--- config.mk ---
export PLATFORM = sky130hd
export DESIGN_NAME = ps2_key_event_ctrl
export DESIGN_NICKNAME = d
export VERILOG_FILES = /design/src/rtl/ps2_pkg.sv /design/src/rtl/ps2_evt_fifo.sv /design/src/rtl/ps2_key_event_ctrl.sv
export SDC_FILE = /design/constraint.sdc
export NUM_CORES = 1
export LEC_CHECK = 0
export CORE_ASPECT_RATIO = 0.8
export CORE_UTILIZATION = 25
export CTS_BUF_LIST = sky130_fd_sc_hd__clkbuf_8
export DETAILED_ROUTE_END_ITERATION = 7
export PLACE_DENSITY_LB_ADDON = 0.15
export SYNTH_ARGS = -nofsm -noshare
export SYNTH_HDL_FRONTEND = slang
export SYNTH_SLANG_ARGS = --single-unit
--- constraint.sdc ---
create_clock -name clk -period 3 [get_ports clk]
set_input_delay 0.6 -clock clk [delete_from_list [all_inputs] [get_ports clk]]
set_output_delay 0.6 -clock clk [all_outputs]
set_load 0.01 [all_outputs]
--- src/rtl/ps2_pkg.sv ---
`default_nettype none
// ============================================================================
// Module   : ps2_pkg
// Purpose  : Shared constants, FSM state codes and event word for the PS/2
//            key event sequencer.
// Revision : 1.0  initial release
// ============================================================================
package ps2_pkg;

  localparam logic [7:0] PS2_PFX_EXT = 8'hE0;
  localparam logic [7:0] PS2_PFX_BRK = 8'hF0;

  typedef logic [1:0] ps2_state_t;
  localparam ps2_state_t ST_IDLE     = 2'd0;
  localparam ps2_state_t ST_PEND_E0  = 2'd1;
  localparam ps2_state_t ST_PEND_F0  = 2'd2;
  localparam ps2_state_t ST_PEND_E0F0 = 2'd3;

  typedef struct packed {
    logic       ext;
    logic       brk;
    logic [7:0] code;
  } ps2_evt_t;

  localparam int EVT_W = $bits(ps2_evt_t);

  function automatic ps2_evt_t mk_evt(input logic ext, input logic brk,
                                      input logic [7:0] code);
    ps2_evt_t e;
    e.ext  = ext;
    e.brk  = brk;
    e.code = code;
    return e;
  endfunction

endpackage
`default_nettype wire

--- src/rtl/ps2_evt_fifo.sv ---
`default_nettype none
// ============================================================================
// Module   : ps2_evt_fifo
// Purpose  : Synchronous event FIFO; a push into a full FIFO is accepted when
//            a pop happens in the same cycle, otherwise it is dropped.
// Revision : 1.0  initial release
// ============================================================================
module ps2_evt_fifo #(
  parameter int DEPTH = 8,
  parameter int W     = 10
) (
  input  logic         clk,
  input  logic         rst,
  input  logic         push,
  input  logic [W-1:0] din,
  input  logic         pop,
  output logic [W-1:0] dout,
  output logic         full,
  output logic         empty,
  output logic         drop
);

  localparam int AW = $clog2(DEPTH);
  localparam logic [AW-1:0] c_ptr_one = AW'(1);
  localparam logic [AW:0]   c_cnt_one = (AW + 1)'(1);
  localparam logic [AW:0]   c_cnt_max = (AW + 1)'(DEPTH);

  logic [W-1:0]  r_mem [DEPTH];
  logic [AW-1:0] r_wr;
  logic [AW-1:0] r_rd;
  logic [AW:0]   r_cnt;
  logic          w_do_pop;
  logic          w_do_push;

  assign empty     = (r_cnt == '0);
  assign full      = (r_cnt == c_cnt_max);
  assign w_do_pop  = pop && !empty;
  assign w_do_push = push && (!full || w_do_pop);
  assign drop      = push && !w_do_push;
  assign dout      = empty ? '0 : r_mem[r_rd];

  always_ff @(posedge clk) begin
    if (w_do_push) r_mem[r_wr] <= din;
  end

  // Power-of-two depth lets the pointers wrap naturally.
  always_ff @(posedge clk or posedge rst) begin
    if (rst) begin
      r_wr  <= '0;
      r_rd  <= '0;
      r_cnt <= '0;
    end else begin
      if (w_do_push) r_wr <= r_wr + c_ptr_one;
      if (w_do_pop)  r_rd <= r_rd + c_ptr_one;
      if (w_do_push && !w_do_pop)      r_cnt <= r_cnt + c_cnt_one;
      else if (w_do_pop && !w_do_push) r_cnt <= r_cnt - c_cnt_one;
    end
  end

endmodule
`default_nettype wire

--- src/rtl/ps2_key_event_ctrl.sv ---
`default_nettype none
// ============================================================================
// Module   : ps2_key_event_ctrl
// Purpose  : Turns PS/2 scan-code bytes (E0/F0 prefixes) into key events,
//            queues them and tracks held key / release count.
//            Build option PS2_REPEAT_FILTER_EN drops typematic repeat makes.
// Revision : 1.0  initial release
// ============================================================================
module ps2_key_event_ctrl
  import ps2_pkg::*;
#(
  parameter int FIFO_DEPTH  = 8,
  parameter int TIMEOUT_CYC = 2_000_000,
  parameter int CNT_W       = 16
) (
  input  logic             clk,
  input  logic             rst,
  input  logic             code_valid,
  input  logic [7:0]       code_data,
  output logic             evt_valid,
  input  logic             evt_ready,
  output logic [7:0]       evt_code,
  output logic             evt_ext,
  output logic             evt_brk,
  output logic             key_held,
  output logic [8:0]       held_code,
  output logic [CNT_W-1:0] press_cnt,
  output logic             seq_err,
  output logic             ovf,
  input  logic             ovf_clr
);

  localparam int TMR_W = (TIMEOUT_CYC > 1) ? $clog2(TIMEOUT_CYC) : 1;
  localparam logic [TMR_W-1:0] c_tmo_last = TMR_W'(TIMEOUT_CYC - 1);
  localparam logic [TMR_W-1:0] c_tmr_one  = TMR_W'(1);
  localparam logic [CNT_W-1:0] c_cnt_one  = CNT_W'(1);

  ps2_state_t       r_state;
  logic [TMR_W-1:0] r_tmr;
  logic             r_key_held;
  logic [8:0]       r_held_code;
  logic [CNT_W-1:0] r_press_cnt;
  logic             r_seq_err;
  logic             r_ovf;

  ps2_state_t w_next_state;
  logic       w_is_ext;
  logic       w_is_brk;
  logic       w_emit;
  logic       w_err;
  logic       w_repeat;
  logic       w_push;
  logic       w_drop;
  logic       w_full;
  logic       w_empty;
  ps2_evt_t   w_evt;
  ps2_evt_t   w_head;

  assign w_is_ext = (code_data == PS2_PFX_EXT);
  assign w_is_brk = (code_data == PS2_PFX_BRK);

  always_comb begin
    w_next_state = r_state;
    w_emit       = 1'b0;
    w_err        = 1'b0;
    w_evt        = mk_evt(1'b0, 1'b0, code_data);
    if (code_valid) begin
      case (r_state)
        ST_IDLE: begin
          if (w_is_ext)      w_next_state = ST_PEND_E0;
          else if (w_is_brk) w_next_state = ST_PEND_F0;
          else               w_emit       = 1'b1;
        end
        ST_PEND_E0: begin
          if (w_is_brk) w_next_state = ST_PEND_E0F0;
          else if (!w_is_ext) begin
            w_emit       = 1'b1;
            w_evt        = mk_evt(1'b1, 1'b0, code_data);
            w_next_state = ST_IDLE;
          end
        end
        default: begin
          // A prefix after F0 is a protocol error, then handled as from IDLE.
          if (w_is_ext || w_is_brk) begin
            w_err        = 1'b1;
            w_next_state = w_is_ext ? ST_PEND_E0 : ST_PEND_F0;
          end else begin
            w_emit       = 1'b1;
            w_evt        = mk_evt(r_state == ST_PEND_E0F0, 1'b1, code_data);
            w_next_state = ST_IDLE;
          end
        end
      endcase
    end else if (r_state != ST_IDLE && r_tmr == c_tmo_last) begin
      w_err        = 1'b1;
      w_next_state = ST_IDLE;
    end
  end

`ifdef PS2_REPEAT_FILTER_EN
  assign w_repeat = !w_evt.brk && r_key_held &&
                    ({w_evt.ext, w_evt.code} == r_held_code);
`else
  assign w_repeat = 1'b0;
`endif

  assign w_push = w_emit && !w_repeat;

  always_ff @(posedge clk or posedge rst) begin
    if (rst) begin
      r_state     <= ST_IDLE;
      r_tmr       <= '0;
      r_key_held  <= 1'b0;
      r_held_code <= '0;
      r_press_cnt <= '0;
      r_seq_err   <= 1'b0;
      r_ovf       <= 1'b0;
    end else begin
      r_state   <= w_next_state;
      r_tmr     <= (code_valid || w_next_state == ST_IDLE) ? '0 : r_tmr + c_tmr_one;
      r_seq_err <= w_err;
      if (w_drop)       r_ovf <= 1'b1;
      else if (ovf_clr) r_ovf <= 1'b0;
      if (w_push) begin
        if (w_evt.brk) begin
          r_press_cnt <= r_press_cnt + c_cnt_one;
          if ({w_evt.ext, w_evt.code} == r_held_code) r_key_held <= 1'b0;
        end else begin
          r_key_held  <= 1'b1;
          r_held_code <= {w_evt.ext, w_evt.code};
        end
      end
    end
  end

  ps2_evt_fifo #(
    .DEPTH (FIFO_DEPTH),
    .W     (EVT_W)
  ) u_fifo (
    .clk   (clk),
    .rst   (rst),
    .push  (w_push),
    .din   (w_evt),
    .pop   (evt_ready),
    .dout  (w_head),
    .full  (w_full),
    .empty (w_empty),
    .drop  (w_drop)
  );

  assign evt_valid = !w_empty;
  assign evt_code  = w_head.code;
  assign evt_ext   = w_head.ext;
  assign evt_brk   = w_head.brk;
  assign key_held  = r_key_held;
  assign held_code = r_held_code;
  assign press_cnt = r_press_cnt;
  assign seq_err   = r_seq_err;
  assign ovf       = r_ovf;

endmodule
`default_nettype wire

==> impl_results.md, run 1 <==
* Status: complete, no violations
* Per-cell routed wire length at 16.9 um
* Worst hold start: press_cnt[15]$_DFFE_PP0P_
* DR vias at 3710
* Post-route ant nets at 0
* First-pass GRT wire length at 22700 um
* Routed wire length at 14100 um
* Initial drt markers at 195
* Drt pass-1 iters at 4
* Critical path arrival at 2.27 ns
* CP required at 2.40 ns
* Die area at 25100 um2
* Drc violations at 0
* Total grt overflow at 0
* Tcrit/Tclk final at 95.6%
* Final Power at 5.69 mW
* Post-synth top flop: edfxtp_1
* Top-count cell post-synth: edfxtp_1
* Pin count of the biggest net entering global routing at 34
* FFs w/ async S/R, synth at 43.3%
* Static leakage at 2.91 nW
* Warnings from Yosys at 0
* Synth top area cells: edfxtp_1, dfrtp_1, mux4_2
* Minimum clock period at 2.87 ns
* Mapped Cells at 417
* Later-pin clock latency in the skew report at 0.46 ns
* Worst Tran Pin Value at 0.675 ns
* CTS tree: yes
* H-tree depth at 4
* Post-synth EDFFs at 80
* Proportion of layout cells with a drive suffix above 1 at 20.5%
* Die Y at 142 um
* Final setup fails at 0
* Max-slew violation count at 0
* Seq/Total Area, Yosys at 64.2%
* Area Overhead vs Synth at 25.7%
* Yosys top cell area share at 39.3%
* Core Area at 23700 um2
* # placed instances at 799
* Most instantiated cells after synthesis: edfxtp_1, dfrtp_1, nor2_1
* RSZ-0062 raised after global routing: no
* Worst Setup SP: u_fifo.r_rd[0]$_DFFE_PP0P_
* Clock Sinks at 141
* Hold Path Depth at 1
* Reg clk slew, reported paths at 0.09 ns
* Boundary pin count at 52
* Tot GR Track Use at 12.3%
* Buffers added on ports at 51
* Diodes inserted at 0
* Flops & latches, synth at 141
* Hold EP: press_cnt[15]$_DFFE_PP0P_
* Area after DPL at 7230 um2
* Worst r2r src: u_fifo.r_cnt[0]$_DFFE_PP0P_
* Vias in the first global route at 3881
* Hold/Removal Path Class: flip-flop to flip-flop
* RePlAce Congestion at 0.740
* Effective utilization at floorplan at 25.8%
* Synthesized cell area at 6120 um2
* Reg2reg end: u_fifo.r_cnt[3]$_DFFE_PP0P_
* Syn nets at 438
* Root Buffer: clkbuf_8
* Longest Clk Path Bufs at 2
* Setup WS pre-CTS at -0.136 ns
* Avg Cell Area, Syn at 14.7 um2
* Setup crit end kind: primary output
* Hpwl dp at 9400 um
* Type of the worst setup path: flip-flop to primary output
* Rel. slew slack at 54.9%
* Num rows at 50
* Post-synth cell types at 53
* # Max-Cap Violations at 0
* Reg2Reg Depth at 10
* Antenna violations before repair at 0
* Final-report hold violation count at 0
* Die width at 177 um
* Via density at 4.44
* Fmax at 0.349 GHz
* R2r setup slk at 0.60 ns
* Leading area contributor after synthesis: edfxtp_1
* Startpoint Class: flip-flop
* Non-Filler Instances at 835
* Setup WS post-layout at 0.133 ns
* TritonCTS Buffers at 17
* Pwr Density at 740 nW/um2
* Crit path max fanout at 11
* Final Instance Area at 7690 um2
* Worst VDD drop at 0.210 mV
* Clock skew at 0.0116 ns
* Nets at 531
## report_power, final
group          internal, mW  leakage [nW]  switching [mW]
registers              2.31          1.52           0.167
clock network         0.598         0.182           0.833
logic                 0.970          1.21           0.812
## layout by cell type, fill, tap and decap left out, types with 4 or more instances in the layout
| master | count |
|---|---|
| nand4_1 | 10 |
| o21ai_0 | 5 |
| nand3_1 | 14 |
| dfrtp_1 | 60 |
| mux2i_1 | 9 |
| mux2_1 | 11 |
| a21oi_1 | 8 |
| dlymetal6s2s_1 | 9 |
| nand2_1 | 15 |
| ha_1 | 7 |
| xnor2_1 | 19 |
| o31ai_1 | 5 |
| clkinv_4 | 5 |
| buf_4 | 31 |
| mux4_2 | 20 |
| inv_1 | 13 |
| clkdlybuf4s50_1 | 42 |
| edfxtp_1 | 80 |
| nor3_1 | 16 |
| inv_6 | 5 |
| or4_1 | 4 |
| clkbuf_8 | 17 |
| nor2_1 | 34 |
| xor2_1 | 23 |
## final cells by class
class | instances | area (um2)
Multi-Input combinational cell | 250 | 2100
Timing Repair Buffer | 86 | 853
Inverter | 14 | 52.6
Fill cell | 2333 | 16000
Tap cell | 312 | 390
Sequential cell | 141 | 3930
Clock buffer | 17 | 234
Clock inverter | 15 | 130
## through the flow
stage / hold WS, ns / TNS (ns) / utilization (%)
final: 0.479 / 0 / 32.4
after global placement: 0.466 / -0.0660 / 30.5
after CTS: 0.480 / 0 / 32.2
after detailed placement: 0.467 / -0.136 / 30.5
after floorplan: 0.455 / 0 / -
after global routing: 0.497 / 0 / 32.4
## state kept, by name, summed over array words and instances (netlist names)
signal	count
held_code	9
key_held	1
ovf	1
press_cnt	16
r_state	2
r_tmr	21
seq_err	1
u_fifo.r_cnt	4
u_fifo.r_mem	80
u_fifo.r_rd	3
u_fifo.r_wr	3
## metal layers
layer  track usage, %  wire length (um)  up-vias
met4             3.68               159        0
li1                 -                 -     1750
met3             3.94               773       17
met5                0                 0        -
met1             16.5              6680     1870
met2             19.0              6510       73
## worst max-delay path, stage by stage (launching register included)
cell and delay [ns]:
dfrtp_2 0.42, buf_12 0.17, mux4_2 0.52, mux2i_1 0.15
nor2_1 0.08, clkdlybuf4s50_1 0.48
## what timing repair did
action                                  CTS  global route
cloned                                    1             0
gates resized for setup                   3            10
endpoints found under the setup margin    2             9
endpoints found under the hold margin     0             0
hold buffers                              0             0
setup buffers                             1             2
## logic make-up (layout without fill, tap and decap cells)
group | after synthesis | after routing | synth area share, %
DFF | 141 | 141 | 64.2
and+or+nand+nor | 127 | 127 | 11.4
muxes | 44 | 44 | 11.6
xor gates and xnor gates | 42 | 42 | 6.01
AOI/OAI and AO/OA | 29 | 29 | 3.19
buffers and inverters | 26 | 132 | 1.80
adders and majority gates | 8 | 8 | 1.76
## worst max path at each step
stage | slack (ns) | to | cells after the start
2_1_floorplan | 0.25 | u_fifo.r_mem[0][0]$_DFFE_PP_ | 4
3_3_place_gp | -0.07 | u_fifo.r_cnt[3]$_DFFE_PP0P_ | 13
3_5_place_dp | -0.14 | u_fifo.r_cnt[3]$_DFFE_PP0P_ | 13
4_1_cts | 0.01 | evt_code[4] | 5
5_1_grt | 0.02 | evt_ext | 5
6_report | 0.13 | evt_ext | 5
Note: power is estimated with default switching activity, not from simulation.
==> run 2, diff against run 1 <==
==> constraint.sdc (replaced) <==
create_clock -name clk -period 2.3 [get_ports clk]
set_input_delay 0.46 -clock clk [delete_from_list [all_inputs] [get_ports clk]]
set_output_delay 0.46 -clock clk [all_outputs]
set_load 0.01 [all_outputs]
==> impl_results.md, run 2 (same netlist as run 1, synthesis figures left out) <==
* Tcrit/Tclk final at 106%
* Die area at 25100 um2 (unchanged)
* Vias in the first global route at 4031 (+3.9%)
* Area Overhead vs Synth at 31.1%
* Buffers added on ports at 51 (unchanged)
* Area of the multi-input gates at 2190 um2 (+4.6%)
* Boundary pin count at 52 (unchanged)
* Most frequent cells in the layout: edfxtp_1, buf_4, dfrtp_1
* Nets at 564 (+6.2%)
* Root Buffer: clkbuf_8
* Commonest non-fill, non-tap cell in the layout: edfxtp_1
* Post-route ant nets at 0 (unchanged)
* Core Area at 23700 um2 (unchanged)
* Die width at 177 um (unchanged)
* Status: complete, but fails checks
* Hpwl dp at 10300 um (+9.0%)
* Via density at 4.46 (+0.32%)
* Die Y at 142 um (unchanged)
* Fmax at 0.412 GHz
* Drt pass-1 iters at 4 (unchanged)
* Final Power at 7.93 mW (+39%)
* Met2 Track Usage GR at 18.8% (-0.17 points)
* Initial drt markers at 196 (+0.51%)
* RSZ-0062 raised after global routing: yes
* Worst hold margin at 0.409 ns (-0.0696 ns)
* Setup WS post-layout at -0.128 ns (-0.260 ns)
* Drc violations at 0 (unchanged)
* Max stage delay on crit path at 0.57 ns (+0.05 ns)
* First-pass GRT wire length at 23500 um (+3.7%)
* Pwr Density at 988 nW/um2 (+34%)
* Max-slew violation count at 0 (unchanged)
* Diodes inserted at 0 (unchanged)
* Setup crit end kind: primary output
* Static leakage at 3.05 nW (+4.6%)
* Final core occ at 33.8% (+1.4 points)
* Proportion of layout cells with a drive suffix above 1 at 29.0% (+8.5 points)
* Startpoint Class: flip-flop
* Pin count of the biggest net entering global routing at 62 (+82%)
* DR vias at 3869 (+4.3%)
* Type of the worst setup path: flip-flop to primary output
* CP required at 1.84 ns (-0.56 ns)
* Critical-path cell list: buf_6, mux4_2, mux2i_4, nor2_2, buf_2
* M3 GR Usage at 3.78% (-0.16 points)
* # Max-Cap Violations at 0 (unchanged)
* Reg clk slew, reported paths at 0.08 ns (about the same)
* Max FFs per register at 80 (unchanged)
* Slowest-stage cell, CP: mux4_2
* Number of fill cells at 2302 (-1.3%)
* Longest Clk Path Bufs at 2 (unchanged)
* Register Area at 3930 um2 (about the same)
* Routed wire length at 14700 um (+4.3%)
* Later-pin clock latency in the skew report at 0.44 ns (-0.02 ns)
* CTS tree: yes
* Rel. slew slack at 60.8% (+5.8 points)
* Met1 Track Usage GR at 17.7% (+1.2 points)
* Reg with most FFs: u_fifo.r_mem
* Per-cell routed wire length at 17.0 um (+0.36%)
* Hold/Removal Path Class: primary input to asynchronous set/reset pin
* Tot GR Track Use at 12.6% (+0.30 points)
* Minimum clock period at 2.43 ns
* TritonCTS Buffers at 17 (unchanged)
* Failing checks: setup timing
* Worst VDD drop at 0.380 mV (+81%)
* Final setup fails at 10 (+10)
* Crit path max fanout at 6 (-5)
* Worst Tran Pin Value at 0.589 ns (-0.0865 ns)
* Total grt overflow at 0 (unchanged)
* Clock skew at 0.0152 ns (+0.00365 ns)
* Antenna violations before repair at 0 (unchanged)
* Final-report hold violation count at 0 (unchanged)
* Clock Sinks at 141 (unchanged)
* H-tree depth at 4 (unchanged)
* Post-CTS Hold Buffers at 0 (unchanged)
* Num rows at 50 (unchanged)
* GR peak layer: met2
* Critical path arrival at 1.97 ns (-0.30 ns)
* RePlAce Congestion at 0.741 (+0.18%)
* Effective utilization at floorplan at 25.8% (unchanged)
-- run 2: changes by cell type in the layout (fill, tap and decap cells not counted), moves of 4 or more --
| cell | change |
|---|---|
| buf_4 | +30 |
| dlygate4sd2_1 | +5 |
| buf_2 | +10 |
| dlymetal6s2s_1 | -8 |
| clkdlybuf4s50_1 | -7 |
| bufinv_16 | +4 |
| buf_6 | +4 |
-- run 2: through the flow --
stage / instance area [um2] / setup TNS, ns / std cells / setup slack (ns)
5_1_grt: 8020 / -2.18 / 868 / -0.243
6_report: 8020 / -0.962 / 868 / -0.128
4_1_cts: 7990 / -1.91 / 864 / -0.277
3_5_place_dp: 7460 / -19.86 / 823 / -0.660
2_1_floorplan: 6160 / 0 / 417 / 0.0149
3_3_place_gp: 7460 / -20.79 / 823 / -0.598
-- run 2: final cells by class --
class / count / area share, %
sequential: 141 / 49.0
inverter: 14 / 0.655
clock inverter: 15 / 2.45
tap: 312 / 4.87
timing repair buffer: 119 / 12.7
clock buffer: 17 / 2.92
multi-input combinational: 250 / 27.4
-- run 2: worst max-delay path, delay by kind of cell, from the launching register on --
family,cells,cell delay (ns)
buffers and inverters,2,0.31
muxes,2,0.77
DFF,1,0.40
and+or+nand+nor,1,0.06
-- run 2: what timing repair did --
action,4_1_cts,5_1_grt
resized for setup,60,8
cloned,1,0
setup endpoints to repair,14,11
pin swaps,9,4
setup buffers,8,6
-- run 2: power by group --
| group | internal (mW) | leakage, nW | switching [mW] | total (mW) |
|---|---|---|---|---|
| logic | 1.34 | 1.32 | 1.15 | 2.49 |
| clock network | 1.18 | 0.215 | 0.997 | 2.18 |
| registers | 3.02 | 1.51 | 0.245 | 3.26 |
| total | 5.53 | 3.05 | 2.39 | 7.93 |
-- run 2: final timing paths --
check,startpoint,end,slack (ns),depth (start not counted)
max in group asynchronous,rst,held_code[5]$_DFFE_PP0P_,1.59,3
hold reg to reg,press_cnt[15]$_DFFE_PP0P_,press_cnt[15]$_DFFE_PP0P_,0.48,1
setup reg to reg,u_fifo.r_cnt[0]$_DFFE_PP0P_,u_fifo.r_cnt[3]$_DFFE_PP0P_,0.12,10
setup / recovery,u_fifo.r_rd[0]$_DFFE_PP0P_,evt_code[4],-0.13,5
hold / removal,rst,r_tmr[1]$_DFF_PP0_,0.41,3
min in group clk,press_cnt[15]$_DFFE_PP0P_,press_cnt[15]$_DFFE_PP0P_,0.48,1
-- run 2: routing by layer --
metal | routed length [um] | part of all wire (%)
met5 | 0 | 0
met4 | 58 | 0.39
met3 | 800 | 5.4
met2 | 6380 | 43
met1 | 7490 | 51
==> run 3, diff against run 2 <==
--- a/config.mk
+++ b/config.mk
@@ -6,6 +6,7 @@
 export NUM_CORES = 1
 export LEC_CHECK = 0
 export CORE_ASPECT_RATIO = 0.8
+export CORE_MARGIN = 5
 export CORE_UTILIZATION = 25
 export CTS_BUF_LIST = sky130_fd_sc_hd__clkbuf_8
 export DETAILED_ROUTE_END_ITERATION = 7
@@ -13,3 +14,4 @@
 export SYNTH_ARGS = -nofsm -noshare
 export SYNTH_HDL_FRONTEND = slang
 export SYNTH_SLANG_ARGS = --single-unit
+export TNS_END_PERCENT = 100
==> impl_results.md, run 3 (same netlist as run 1, synthesis figures left out) <==
* RSZ-0062 raised after global routing: yes
* Setup WS post-layout at -0.181 ns (-0.0530 ns)
* Die width at 185 um (+4.5%)
* Reg with most FFs: u_fifo.r_mem
* Fmax at 0.403 GHz (-2.1%)
* Final Power at 7.84 mW (-1.1%)
* Number of fill cells at 2408 (+4.6%)
* Most frequent cells in the layout: edfxtp_1, dfrtp_1, buf_4
* Vias in the first global route at 4072 (+1.0%)
* Type of the worst setup path: flip-flop to primary output
* Minimum clock period at 2.48 ns (+0.0530 ns)
* Tot GR Track Use at 11.4% (-1.2 points)
* CP required at 1.84 ns (about the same)
* Later-pin clock latency in the skew report at 0.45 ns (about the same)
* Startpoint Class: flip-flop
* Post-route ant nets at 0 (unchanged)
* Effective utilization at floorplan at 25.2% (-0.57 points)
* Commonest non-fill, non-tap cell in the layout: edfxtp_1
* Max-slew violation count at 0 (unchanged)
* Area of the multi-input gates at 2170 um2 (-0.97%)
* Core Area at 24200 um2 (+2.3%)
* Hpwl dp at 10100 um (-1.8%)
* Non-Filler Instances at 864 (-0.46%)
* Clock Sinks at 141 (unchanged)
* Reg clk slew, reported paths at 0.09 ns (about the same)
* Initial drt markers at 184 (-6.1%)
* Max FFs per register at 80 (unchanged)
* Setup crit end kind: primary output
* Pin count of the biggest net entering global routing at 32 (-48%)
* Rel. slew slack at 65.6% (+4.8 points)
* Diodes inserted at 0 (unchanged)
* Via density at 4.43 (-0.68%)
* Worst VDD drop at 0.354 mV (-6.7%)
* TritonCTS Buffers at 17 (unchanged)
* Num rows at 51 (+2.0%)
* First-pass GRT wire length at 23600 um (+0.56%)
* Total grt overflow at 0 (unchanged)
* Status: complete, but fails checks
* Reg power frac at 41.0% (about the same)
* Wire length on met2 at 6770 um (+6.1%)
* Clock skew at 0.0126 ns (-0.00259 ns)
* Final Instance Area at 8040 um2 (+0.22%)
* Proportion of layout cells with a drive suffix above 1 at 27.5% (-1.5 points)
* Post-CTS Hold Buffers at 0 (unchanged)
* Logic pwr share at 33.7% (+2.3 points)
* CTS tree: yes
* # placed instances at 823 (unchanged)
* Hold/Removal Path Class: primary input to asynchronous set/reset pin
* Drc violations at 0 (unchanged)
* Nets at 554 (-1.8%)
* Crit path max fanout at 5 (-1)
* # Max-Cap Violations at 0 (unchanged)
* Per-cell routed wire length at 17.5 um (+3.0%)
* Critical path arrival at 2.02 ns (+0.05 ns)
* Antenna violations before repair at 1 (+1)
* H-tree depth at 4 (unchanged)
* P_sw at 2.50 mW (+4.4%)
* Root Buffer: clkbuf_8
* Die area at 27700 um2 (+10%)
* Internal power at 5.34 mW (-3.5%)
* Final setup fails at 10 (unchanged)
* Die Y at 150 um (+5.6%)
* Register Area at 3930 um2 (about the same)
* Metal3 WL at 864 um (+8.0%)
* Buffers added on ports at 51 (unchanged)
* Uppermost layer routed: met5
* Clock network fraction of total power at 25.2% (-2.3 points)
* Met1 wire length at 7380 um (-1.5%)
* Longest Clk Path Bufs at 2 (unchanged)
* Drt pass-1 iters at 4 (unchanged)
* DR vias at 3825 (-1.1%)
* RePlAce Congestion at 0.727 (-1.9%)
* Boundary pin count at 52 (unchanged)
* Worst Tran Pin Value at 0.516 ns (-0.0727 ns)
* Sw Share at 31.9% (+1.7 points)
* Failing checks: setup timing
* Area Overhead vs Synth at 31.4%
* Reg2Reg Depth at 11 (+1)
* Static leakage at 3.01 nW (-1.0%)
* Final-report hold violation count at 0 (unchanged)
* Pwr Density at 975 nW/um2 (-1.3%)
* Tcrit/Tclk final at 108% (+2.3 points)
* Area after DPL at 7510 um2 (+0.67%)
* Routed wire length at 15100 um (+2.6%)
==> run 3: changes by cell type in the layout (fill, tap and decap cells not counted), sizes merged <==
cell,change
buf,-10
bufinv,-3
clkinv,-1
inv,+4
==> run 3: power groups by stage <==
| stage | Clock [mW] | Sequential [mW] | Combinational (mW) |
|---|---|---|---|
| 2_1_floorplan | 0 | 3.23 | 1.32 |
| 3_3_place_gp | 0 | 3.25 | 2.47 |
| 3_5_place_dp | 0 | 3.26 | 2.51 |
| 4_1_cts | 2.05 | 3.21 | 2.67 |
| 5_1_grt | 2.15 | 3.25 | 2.87 |
| 6_report | 1.98 | 3.22 | 2.65 |
==> run 3: final timing paths <==
kind	from	end	slack, ns
setup / recovery	u_fifo.r_rd[0]$_DFFE_PP0P_	evt_brk	-0.18
hold / removal	rst	r_state[1]$_DFF_PP0_	0.32
setup reg to reg	u_fifo.r_cnt[2]$_DFFE_PP0P_	u_fifo.r_cnt[3]$_DFFE_PP0P_	0.16
hold reg to reg	press_cnt[15]$_DFFE_PP0P_	press_cnt[15]$_DFFE_PP0P_	0.49
max in group asynchronous	rst	u_fifo.r_cnt[1]$_DFFE_PP0P_	1.47
min in group clk	code_data[2]	u_fifo.r_mem[5][2]$_DFFE_PP_	0.45
==> run 3: per-layer routing <==
metal	vias up	GRT usage, %
li1	1802	-
met2	68	17.4
met3	10	3.48
met5	-	0
met4	2	2.86
met1	1943	15.9
==> run 3: per-stage QoR <==
stage               hold slack [ns]  utilization, %  TNS (ns)  setup WS, ns
floorplan                     0.455               -         0        0.0149
global placement              0.466            31.0    -24.98        -0.540
detailed placement            0.471            31.0    -27.00        -0.599
CTS                           0.316            32.9     -1.93        -0.237
global route                  0.335            33.1     -2.39        -0.284
finish                        0.323            33.1     -1.37        -0.181
==> run 3: critical path, cell delays in order, from the launching register on <==
cell	delay [ns]
dfrtp_2	0.38
buf_6	0.13
buf_12	0.12
mux4_2	0.51
mux2i_2	0.20
nor2_1	0.09
buf_2	0.14
==> run 3: final cells by class <==
type / count / share of cell area [%]
clock buffers: 17 / 2.91
clock inverters: 15 / 1.91
inverters: 14 / 0.685
multi-input cells: 250 / 27.0
flip-flops and latches: 141 / 48.9
well taps: 318 / 4.95
repair buffers: 109 / 13.6
==> run 3: what timing repair did <==
action	4_1_cts	5_1_grt
pin swaps	8	8
buffers inserted	5	2
cloned	3	0
resized for setup	57	5
endpoints found under the setup margin	13	13
